**config.mk**
```make
export PLATFORM = sky130hd
export DESIGN_NAME = slot_mixer
export DESIGN_NICKNAME = d
export VERILOG_FILES = /design/src/rtl/vm2413_pkg.sv /design/src/rtl/slot_mixer.sv
export SDC_FILE = /design/constraint.sdc
export NUM_CORES = 1
export LEC_CHECK = 0
export ABC_AREA = 1
export CELL_PAD_IN_SITES_DETAIL_PLACEMENT = 2
export CELL_PAD_IN_SITES_GLOBAL_PLACEMENT = 2
export CORE_UTILIZATION = 39
export CTS_CLUSTER_DIAMETER = 100
export DETAILED_ROUTE_END_ITERATION = 6
export DONT_BUFFER_PORTS = 1
export PLACE_DENSITY = 0.84
export SLEW_MARGIN = 20
export SYNTH_ARGS = -nofsm -noshare
export SYNTH_HDL_FRONTEND = slang
export SYNTH_SLANG_ARGS = --single-unit
```
**constraint.sdc**
```tcl
create_clock -name clk -period 2.8 [get_ports clk]
set_input_delay 0.28 -clock clk [delete_from_list [all_inputs] [get_ports clk]]
set_output_delay 0.28 -clock clk [all_outputs]
set_load 0.01 [all_outputs]
```
**src/rtl/vm2413_pkg.sv**
```systemverilog
// ---------------------------------------------------------------------------
// vm2413 -- shared types, constants and helpers for the VM2413 FM core.
//
// Contents:
//   SLOT_TYPE       5-bit slot index (0..17); slot[0]=1 marks a carrier.
//   STAGE_TYPE      2-bit stage index within a slot (0..3).
//   SIGNED_LI_TYPE  sign-magnitude operator output (sign + 9-bit magnitude).
//   MIX_W           width of the channel mixer accumulators and outputs.
//   BD_CAR/HH/SD/TOM/CYM  slots that carry the rhythm instruments.
//   sm_to_tc()      sign-magnitude to two's-complement conversion.
//   slot_route()    which mixer accumulator a slot feeds in a given mode.
// ---------------------------------------------------------------------------
package vm2413;

    localparam int MIX_W  = 14;
    localparam int SLOT_N = 18;

    typedef logic [4:0] SLOT_TYPE;
    typedef logic [1:0] STAGE_TYPE;

    typedef struct packed {
        logic       sign;
        logic [8:0] value;
    } SIGNED_LI_TYPE;

    localparam SLOT_TYPE BD_CAR    = 5'd13;
    localparam SLOT_TYPE HH        = 5'd14;
    localparam SLOT_TYPE SD        = 5'd15;
    localparam SLOT_TYPE TOM       = 5'd16;
    localparam SLOT_TYPE CYM       = 5'd17;
    localparam SLOT_TYPE LAST_SLOT = 5'd17;
    // Highest slot that still belongs to a melody channel in rhythm mode.
    localparam SLOT_TYPE LAST_MEL_RHY = 5'd11;

    typedef enum logic [1:0] {
        ROUTE_NONE,
        ROUTE_MEL,
        ROUTE_RHY
    } route_e;

    // Negative zero collapses to zero naturally since -0 == 0.
    function automatic logic signed [MIX_W-1:0] sm_to_tc(input SIGNED_LI_TYPE d);
        logic signed [MIX_W-1:0] mag;
        mag = signed'({{(MIX_W-9){1'b0}}, d.value});
        return d.sign ? -mag : mag;
    endfunction

    function automatic route_e slot_route(input SLOT_TYPE s, input logic rhy_mode);
        logic is_rhy_slot;
        is_rhy_slot = (s == BD_CAR) || (s == HH) || (s == SD) || (s == TOM) || (s == CYM);
        if (rhy_mode && is_rhy_slot)
            return ROUTE_RHY;
        // In rhythm mode slot 12 (BD modulator) is excluded by the <= 11 bound.
        if (s[0] && (s <= LAST_SLOT) && (!rhy_mode || (s <= LAST_MEL_RHY)))
            return ROUTE_MEL;
        return ROUTE_NONE;
    endfunction

endpackage

```
**src/rtl/slot_mixer.sv**
```systemverilog
// ---------------------------------------------------------------------------
// slot_mixer -- per-frame melody / rhythm mixer for the VM2413 slot pipeline.
//
// Walks the 18-slot x 4-stage frame alongside the operator pipeline, reads
// each slot's output from the operator memory, converts it to two's
// complement and sums carriers into a melody and a rhythm accumulator. At
// the end of each complete frame the sums are published and frame_vld
// pulses for one cycle.
//
// Ports:
//   clk        in   system clock, rising edge
//   reset_n    in   asynchronous active-low reset
//   clkena     in   advance enable; nothing changes while low
//   slot       in   current slot (0..17)
//   stage      in   current stage (0..3)
//   rhythm     in   rhythm-mode flag, latched at slot 0 / stage 0
//   maddr      out  read address to the operator memory (1-cycle latency)
//   mdata      in   sign-magnitude slot output read back from maddr
//   melody     out  signed melody sum of the last complete frame
//   rhy        out  signed rhythm sum of the last complete frame
//   frame_vld  out  one-cycle pulse when melody/rhy update
//
// Build option:
//   SLOT_MIXER_SAT_EN  when defined, melody/rhy are clamped to -2048..+2047
//                      at transfer; otherwise the full 14-bit sums pass.
// ---------------------------------------------------------------------------
module slot_mixer
    import vm2413::*;
(
    input  logic                    clk,
    input  logic                    reset_n,
    input  logic                    clkena,
    input  SLOT_TYPE                slot,
    input  STAGE_TYPE               stage,
    input  logic                    rhythm,
    output SLOT_TYPE                maddr,
    input  SIGNED_LI_TYPE           mdata,
    output logic signed [MIX_W-1:0] melody,
    output logic signed [MIX_W-1:0] rhy,
    output logic                    frame_vld
);

    SLOT_TYPE                r_maddr;
    logic signed [MIX_W-1:0] r_mel_acc;
    logic signed [MIX_W-1:0] r_rhy_acc;
    logic signed [MIX_W-1:0] r_melody;
    logic signed [MIX_W-1:0] r_rhy;
    logic                    r_frame_vld;
    logic                    r_rhy_lat;
    logic                    r_armed;

    logic                    w_frame_start;
    logic                    w_sample;
    logic                    w_transfer;
    logic signed [MIX_W-1:0] w_term;
    route_e                  w_route;
    logic signed [MIX_W-1:0] w_mel_nxt;
    logic signed [MIX_W-1:0] w_rhy_nxt;
    logic signed [MIX_W-1:0] w_mel_out;
    logic signed [MIX_W-1:0] w_rhy_out;

    assign w_frame_start = clkena && (slot == 5'd0) && (stage == 2'd0);
    assign w_sample      = clkena && (stage == 2'd2);
    // Only a frame that began while armed may publish; a frame cut short by
    // reset reaches slot 17 unarmed and is dropped.
    assign w_transfer    = clkena && r_armed && (slot == LAST_SLOT) && (stage == 2'd3);

    assign w_term  = sm_to_tc(mdata);
    // Slot 0 / stage 0 and the sample at slot 0 / stage 2 are separate edges,
    // so r_rhy_lat already holds this frame's mode whenever a sample happens.
    assign w_route = slot_route(slot, r_rhy_lat);

    // NOTE: every signal assigned in always_comb gets a default first, so no
    // path through the block leaves it unassigned and no latch is inferred.
    always_comb begin
        w_mel_nxt = r_mel_acc;
        w_rhy_nxt = r_rhy_acc;
        if (w_sample) begin
            if (slot == 5'd0) begin
                // Slot 0 is never a contributor: load the frame's first term (0).
                w_mel_nxt = '0;
                w_rhy_nxt = '0;
            end else begin
                case (w_route)
                    ROUTE_MEL: w_mel_nxt = r_mel_acc + w_term;
                    ROUTE_RHY: w_rhy_nxt = r_rhy_acc + w_term;
                    default:   ;
                endcase
            end
        end
    end

`ifdef SLOT_MIXER_SAT_EN
    function automatic logic signed [MIX_W-1:0] sat12(input logic signed [MIX_W-1:0] v);
        if (v > 14'sd2047)
            return 14'sd2047;
        if (v < -14'sd2048)
            return -14'sd2048;
        return v;
    endfunction

    assign w_mel_out = sat12(r_mel_acc);
    assign w_rhy_out = sat12(r_rhy_acc);
`else
    assign w_mel_out = r_mel_acc;
    assign w_rhy_out = r_rhy_acc;
`endif

    // NOTE: sequential state uses non-blocking assignments so every register
    // samples pre-edge values, independent of statement order.
    always_ff @(posedge clk or negedge reset_n) begin
        if (!reset_n) begin
            r_maddr     <= '0;
            r_mel_acc   <= '0;
            r_rhy_acc   <= '0;
            r_melody    <= '0;
            r_rhy       <= '0;
            r_frame_vld <= 1'b0;
            r_rhy_lat   <= 1'b0;
            r_armed     <= 1'b0;
        end else begin
            // frame_vld is a pure one-cycle pulse; it drops on the next edge
            // whether or not clkena is high there.
            r_frame_vld <= w_transfer;

            if (clkena && (stage == 2'd0))
                r_maddr <= slot;

            if (w_frame_start) begin
                r_rhy_lat <= rhythm;
                r_armed   <= 1'b1;
            end

            r_mel_acc <= w_mel_nxt;
            r_rhy_acc <= w_rhy_nxt;

            // Slot 17's term was added at stage 2, so the accumulators are
            // complete by stage 3.
            if (w_transfer) begin
                r_melody <= w_mel_out;
                r_rhy    <= w_rhy_out;
            end
        end
    end

    assign maddr     = r_maddr;
    assign melody    = r_melody;
    assign rhy       = r_rhy;
    assign frame_vld = r_frame_vld;

endmodule

```
# Word-level counts from Yosys, hierarchy flattened
# Index checks and enable logic that the tools add are counted.
[word_totals] register_bits=64 input_bits=21 output_inout_bits=34 wordCells=56
[op_classes] add_sub_neg=3 n_lt_le_gt_ge=2 n_eq_ne=9 n_mux=12 reduce_logical=22
[ops] cell="$mux 14" count=5
[ops] cell="$add 14x14->14" count=2
[ops] cell="$eq 5x4->1 const B" count=3
[ops] cell="$neg 9->14" count=1
[ops] cell="$eq 5x5->1 const B" count=2
[ops] cell="$logic_and 1x1->1" count=10
[ops] cell="$mux 2" count=4
[ops] cell="$eq 2x2->1 const B" count=3
[ops] cell="$le 5x4->1 const B" count=1
[ops] cell="$le 5x5->1 const B" count=1
[ops] cell="$logic_not 5->1" count=1
[ops] cell="$logic_or 1x1->1" count=5
[ops] cell="$reduce_and 2->1" count=2
[ops] cell="$reduce_bool 2->1" count=2
[ops] cell="$mux 1" count=3
[ops] cell="$eq 2x1->1 const B" count=1
[ops] cell="$logic_not 2->1" count=1
[ops] cell="$logic_not 1->1" count=1

# Longest topological paths before layout
# Gate-level depths: netlist of the first run.
[depth] depth_word=13 depth_mapped=19

# Worst setup path before layout of the first run
# No wires, ideal clock.
[synth_path] path_kind="input-to-reg" from="input mdata[0] (netlist name)" to="register r_rhy_acc[13]" setup_time_ns=0.117 t_arrival_ns=2.107 t_required_ns=2.683 setup_slack_ns=0.576 cell_stages=17 n_path_buf=0 path_cell_list="inv_1 ha_1 nand2_1 nor3_1 nand3b_1 nand2_1 xor2_1 inv_1 ha_1 a21oi_1 nand2_1 nand2_1 nand2_1 nor2_1 nand2_1 nand3_1 nand2_1"
[synth_between] elab_chain_cells=5
[synth_rtl] item="start: declaration" line_no="slot_mixer.sv:37" rtl="input SIGNED_LI_TYPE mdata,"
[synth_rtl] item="$neg 9->14" line_no="vm2413_pkg.sv:45" rtl="return d.sign ? -mag : mag;"
[synth_rtl] item="$mux 14 *" line_no="vm2413_pkg.sv:45"
[synth_rtl] item="$add 14x14->14 *" line_no="slot_mixer.sv:86" rtl="ROUTE_RHY: w_rhy_nxt = r_rhy_acc + w_term;"
[synth_rtl] item="$mux 14 *" line_no="slot_mixer.sv:84" rtl="case (w_route)"
[synth_rtl] item="$mux 14 *" line_no="slot_mixer.sv:79" rtl="if (slot == 5'd0) begin"
[synth_rtl] item="end signal: assignment" line_no="slot_mixer.sv:135" rtl="r_rhy_acc <= w_rhy_nxt;"
[synth_rtl] item="end: declaration" line_no="slot_mixer.sv:45" rtl="logic signed [MIX_W-1:0] r_rhy_acc;"
# Mark *: on every way between the ends. The rest lies on a longest branch, timed or not. The select of a mux whose other input is x is not followed.
# A chain may end at the register's enable or synchronous reset.

# Worst setup path in the final report of the first run
[layout_path] from="input mdata[0] (netlist name)" to="register r_mel_acc[13]"
[layout_between] elab_chain_cells=5
[layout_rtl] item="$neg 9->14" line_no="vm2413_pkg.sv:45"
[layout_rtl] item="$mux 14 *" line_no="vm2413_pkg.sv:45"
[layout_rtl] item="$add 14x14->14 *" line_no="slot_mixer.sv:85" rtl="ROUTE_MEL: w_mel_nxt = r_mel_acc + w_term;"
[layout_rtl] item="$mux 14 *" line_no="slot_mixer.sv:84"
[layout_rtl] item="$mux 14 *" line_no="slot_mixer.sv:79"
[layout_rtl] item="end signal: assignment" line_no="slot_mixer.sv:134" rtl="r_mel_acc <= w_mel_nxt;"
[layout_rtl] item="end: declaration" line_no="slot_mixer.sv:44" rtl="logic signed [MIX_W-1:0] r_mel_acc;"
# Marked as above.

==> impl_metrics.env, run 1 <==
export IMPL_antenna_cells_inserted=0
export IMPL_fin_worst_hold_slack_ns=0.0386
export IMPL_crit_path_start_kind="input port"
export IMPL_ios=55
export IMPL_r2r_start="r_mel_acc[0]$_DFFE_PN0P_"
export IMPL_drcViolationCount=0
export IMPL_unrepaired_setup_endpoints_after_global_routing="no"
export IMPL_synthesis_area_um2=4300
export IMPL_fraction_of_final_layout_cells_with_drive_strength_greater_than_1_pct=7.15
export IMPL_worstSkewPairLatency_ns=0.38
export IMPL_antenna_found_initial=0
export IMPL_final_cell_mix="249 x nand2_1, 76 x inv_1, 64 x dfrtp_1"
export IMPL_drtAntennaViolNets=0
export IMPL_worstSetupEndpointType="flop"
export IMPL_post_drt_wl_per_cell_um=21.3
export IMPL_worst_ep_required_time_ns=3.06
export IMPL_nNetsFinal=660
export IMPL_regToRegEndpoint="r_mel_acc[8]$_DFFE_PN0P_"
export IMPL_detail_route_first_pass_iterations=5
export IMPL_critical_path_endpoint="r_mel_acc[13]$_DFFE_PN0P_"
export IMPL_fin_cells=751
export IMPL_first_drt_iteration_drcs=149
export IMPL_dieHeight_um=107
export IMPL_dp_hpwl_um=11100
export IMPL_cts_max_level=3
export IMPL_synth_seq_area_share_pct=37.2
export IMPL_cap_violations=0
export IMPL_initial_utilization_pct=40.9
export IMPL_timing_slew_headroom_pct=66.0
export IMPL_cts_root_buf="clkbuf_8"
export IMPL_grt_start_max_net_pins=65
export IMPL_core_area_um2=10500
export IMPL_crit_arrival_ns=2.67
export IMPL_global_placer_s_final_weighted_congestion=0.873
export IMPL_globalRoute_totalOverflow=0
export IMPL_mappedNetlistNets=653
export IMPL_drt_wl_total_um=16000
export IMPL_worst_ir_drop_vdd_mv=0.271
export IMPL_post_synth_cell_area_avg_um2=7.13
export IMPL_die_width_um=107
export IMPL_vias=4095
export IMPL_layout_cells_most_common="nand2_1"
export IMPL_numClockSinks=64
export IMPL_num_rows=37
export IMPL_area_grow_syn2layout_pct=8.93
export IMPL_routed_via_density=5.45
export IMPL_slew_viol_final=0
export IMPL_cts_root_to_sink_buffers=2
export IMPL_grt_util_all_layers_pct=30.1
export IMPL_hold_viol=0
export IMPL_postSynthCellCount=603
export IMPL_final_critical_path_share_of_the_clock_period_pct=86.0
export IMPL_r2r_setup_slack_ns=0.86
export IMPL_final_period_minus_worst_setup_slack_ns=2.41
export IMPL_buffer_ports_inserted=0
export IMPL_crit_start="mdata[0]"
export IMPL_r2r_cells=8
export IMPL_fmax_mhz=415
export IMPL_cts_inserted_buffers=9
export IMPL_finalSetupViolations=0
export IMPL_power_leakage_nw=2.63
export IMPL_cp_max_fo=4
export IMPL_critical_path_class="input port to flop"
export IMPL_cellPowerDensity_nw_per_um2=737
export IMPL_grt_pass1_vias=4749
export IMPL_hold_class="input port to flop"
export IMPL_resized_cells_post_cts=0
export IMPL_count_of_cell_types_in_the_netlist=36
export IMPL_clk_pin_slew_ns=0.08
export IMPL_fin_worst_skew_ns=0.0180
export IMPL_grt_first_pass_wirelength_um=25600
export IMPL_yosys_warnings=0
export IMPL_total_negative_setup_slack_ns=0
export IMPL_die_area_um2=11500
export IMPL_worst_slew_pin_slew_ns=0.509
export IMPL_cts_tree="yes"
export IMPL_postSynthRegisterBits=64
export IMPL_placed_cells=733
export IMPL_report_power_total_mw=3.45
export IMPL_result_of_the_run="finished clean"
## critical path: stages
cell,delay (ns)
inv_1,0.07
ha_1,0.18
nand2_1,0.12
nor3_1,0.27
nand3b_1,0.13
nand2_1,0.13
xor2_1,0.16
inv_1,0.08
ha_1,0.37
nand2_1,0.13
nor2_1,0.20
nand2_1,0.10
inv_1,0.08
nand2_1,0.07
nand2_1,0.09
nand2_1,0.06
nand3_1,0.08
nand2_1,0.07
## state kept, by name, indices dropped and copies added, names as in the netlist
name	flops
rhy	14
r_rhy_lat	1
maddr	5
melody	14
r_rhy_acc	14
frame_vld	1
r_armed	1
r_mel_acc	14
## stage by stage
stage / setup WS [ns] / area, um2 / utilization [%]
final: 0.391 / 4680 / 44.6
after global routing: 0.153 / 4680 / 44.6
after CTS: 0.410 / 4680 / 44.6
after detailed placement: 0.137 / 4420 / 42.0
after global placement: 0.248 / 4420 / 42.0
after floorplan: 0.576 / 4300 / -
## cell usage after synthesis (all sizes together)
master | n | area share, %
or2 | 4 | 0.58
o22ai | 5 | 0.73
nand2 | 251 | 22
inv | 81 | 7.1
o21bai | 4 | 0.79
xnor2 | 9 | 1.8
mux2 | 1 | 0.26
dfrtp | 64 | 37
xor2 | 9 | 1.8
ha | 27 | 7.9
and2 | 2 | 0.29
a21oi | 17 | 2.1
nand3 | 33 | 4.0
nand3b | 4 | 0.70
nor3 | 3 | 0.58
nor2 | 38 | 3.6
fa | 2 | 0.93
o31ai | 1 | 0.17
a21o | 1 | 0.17
o21ai | 29 | 3.8
nand4 | 10 | 1.9
clkbuf | 2 | 0.17
buf | 6 | 1.4
## how the worst min path moves through the flow
| stage | depth (start not counted) | startpoint | slack, ns | end |
|---|---|---|---|---|
| after global placement | 0 | reset_n | -0.01 | maddr[3]$_DFFE_PN0P_ |
| after detailed placement | 0 | reset_n | -0.01 | r_mel_acc[2]$_DFFE_PN0P_ |
| final | 1 | rhythm | 0.04 | r_rhy_lat$_DFFE_PN0P_ |
| after floorplan | 0 | reset_n | -0.02 | frame_vld$_DFF_PN0_ |
| after global routing | 1 | rhythm | 0.05 | r_rhy_lat$_DFFE_PN0P_ |
| after CTS | 1 | rhythm | 0.04 | r_rhy_lat$_DFFE_PN0P_ |
## metal layers
metal,up-vias,GRT usage (%),part of all wire [%],routed length [um]
met5,-,0,0,0
met4,0,10.7,2.4,379
met3,25,5.47,3.1,498
met2,48,56.5,54,8600
met1,2115,33.6,41,6550
li1,1907,-,-,-
## area by class of cell
type	count	area (um2)
fill	1249	5820
timing repair buffer	4	52.6
clock buffer	10	138
tap	136	170
multi-input combinational	450	2330
clock inverter	6	92.6
inverter	81	304
sequential	64	1600
## cells by family after synthesis
group / after synthesis / share of synthesized area [%]
multiplexers: 1 / 0.262
AND/OR/NAND/NOR: 345 / 33.6
buffers and inverters: 89 / 8.67
adder cells (fa/ha/maj): 29 / 8.79
XOR/XNOR: 18 / 3.67
flip-flops: 64 / 37.2
AO/OA/AOI/OAI: 57 / 7.74
## repair_timing
action | CTS | global route
endpoints found under the hold margin | 64 | 0
hold buffers | 2 | 0
setup buffers | 0 | 0
## power by group
group          switching [mW]  leakage, nW  internal, mW
combinational           0.865         1.66         0.436
clock                   0.442        0.109         0.529
sequential              0.138        0.864          1.04
total                    1.45         2.63          2.01
Note: power is estimated with default switching activity, not from simulation.
==> inputs of run 2 (changes only) <==
==> constraint.sdc (replaced) <==
create_clock -name clk -period 2.8 [get_ports clk]
set_input_delay 0.28 -clock clk [delete_from_list [all_inputs] [get_ports clk]]
set_output_delay 0.28 -clock clk [all_outputs]
set_load 0.02 [all_outputs]
==> results of run 2 <==
Same layout as run 1 (identical final DEF). Status: finished clean.
Main changes from that run: total power 3.45 mW -> 3.46 mW; worst IR drop on VDD 0.271 mV -> 0.276 mV
==> inputs of run 3 (changes only) <==
- CAP_MARGIN: not set -> 20
==> results of run 3 <==
Same layout as run 1 (identical final DEF). Status: finished clean.
Main changes from that run: total power 3.45 mW -> 3.46 mW; worst IR drop on VDD 0.271 mV -> 0.276 mV
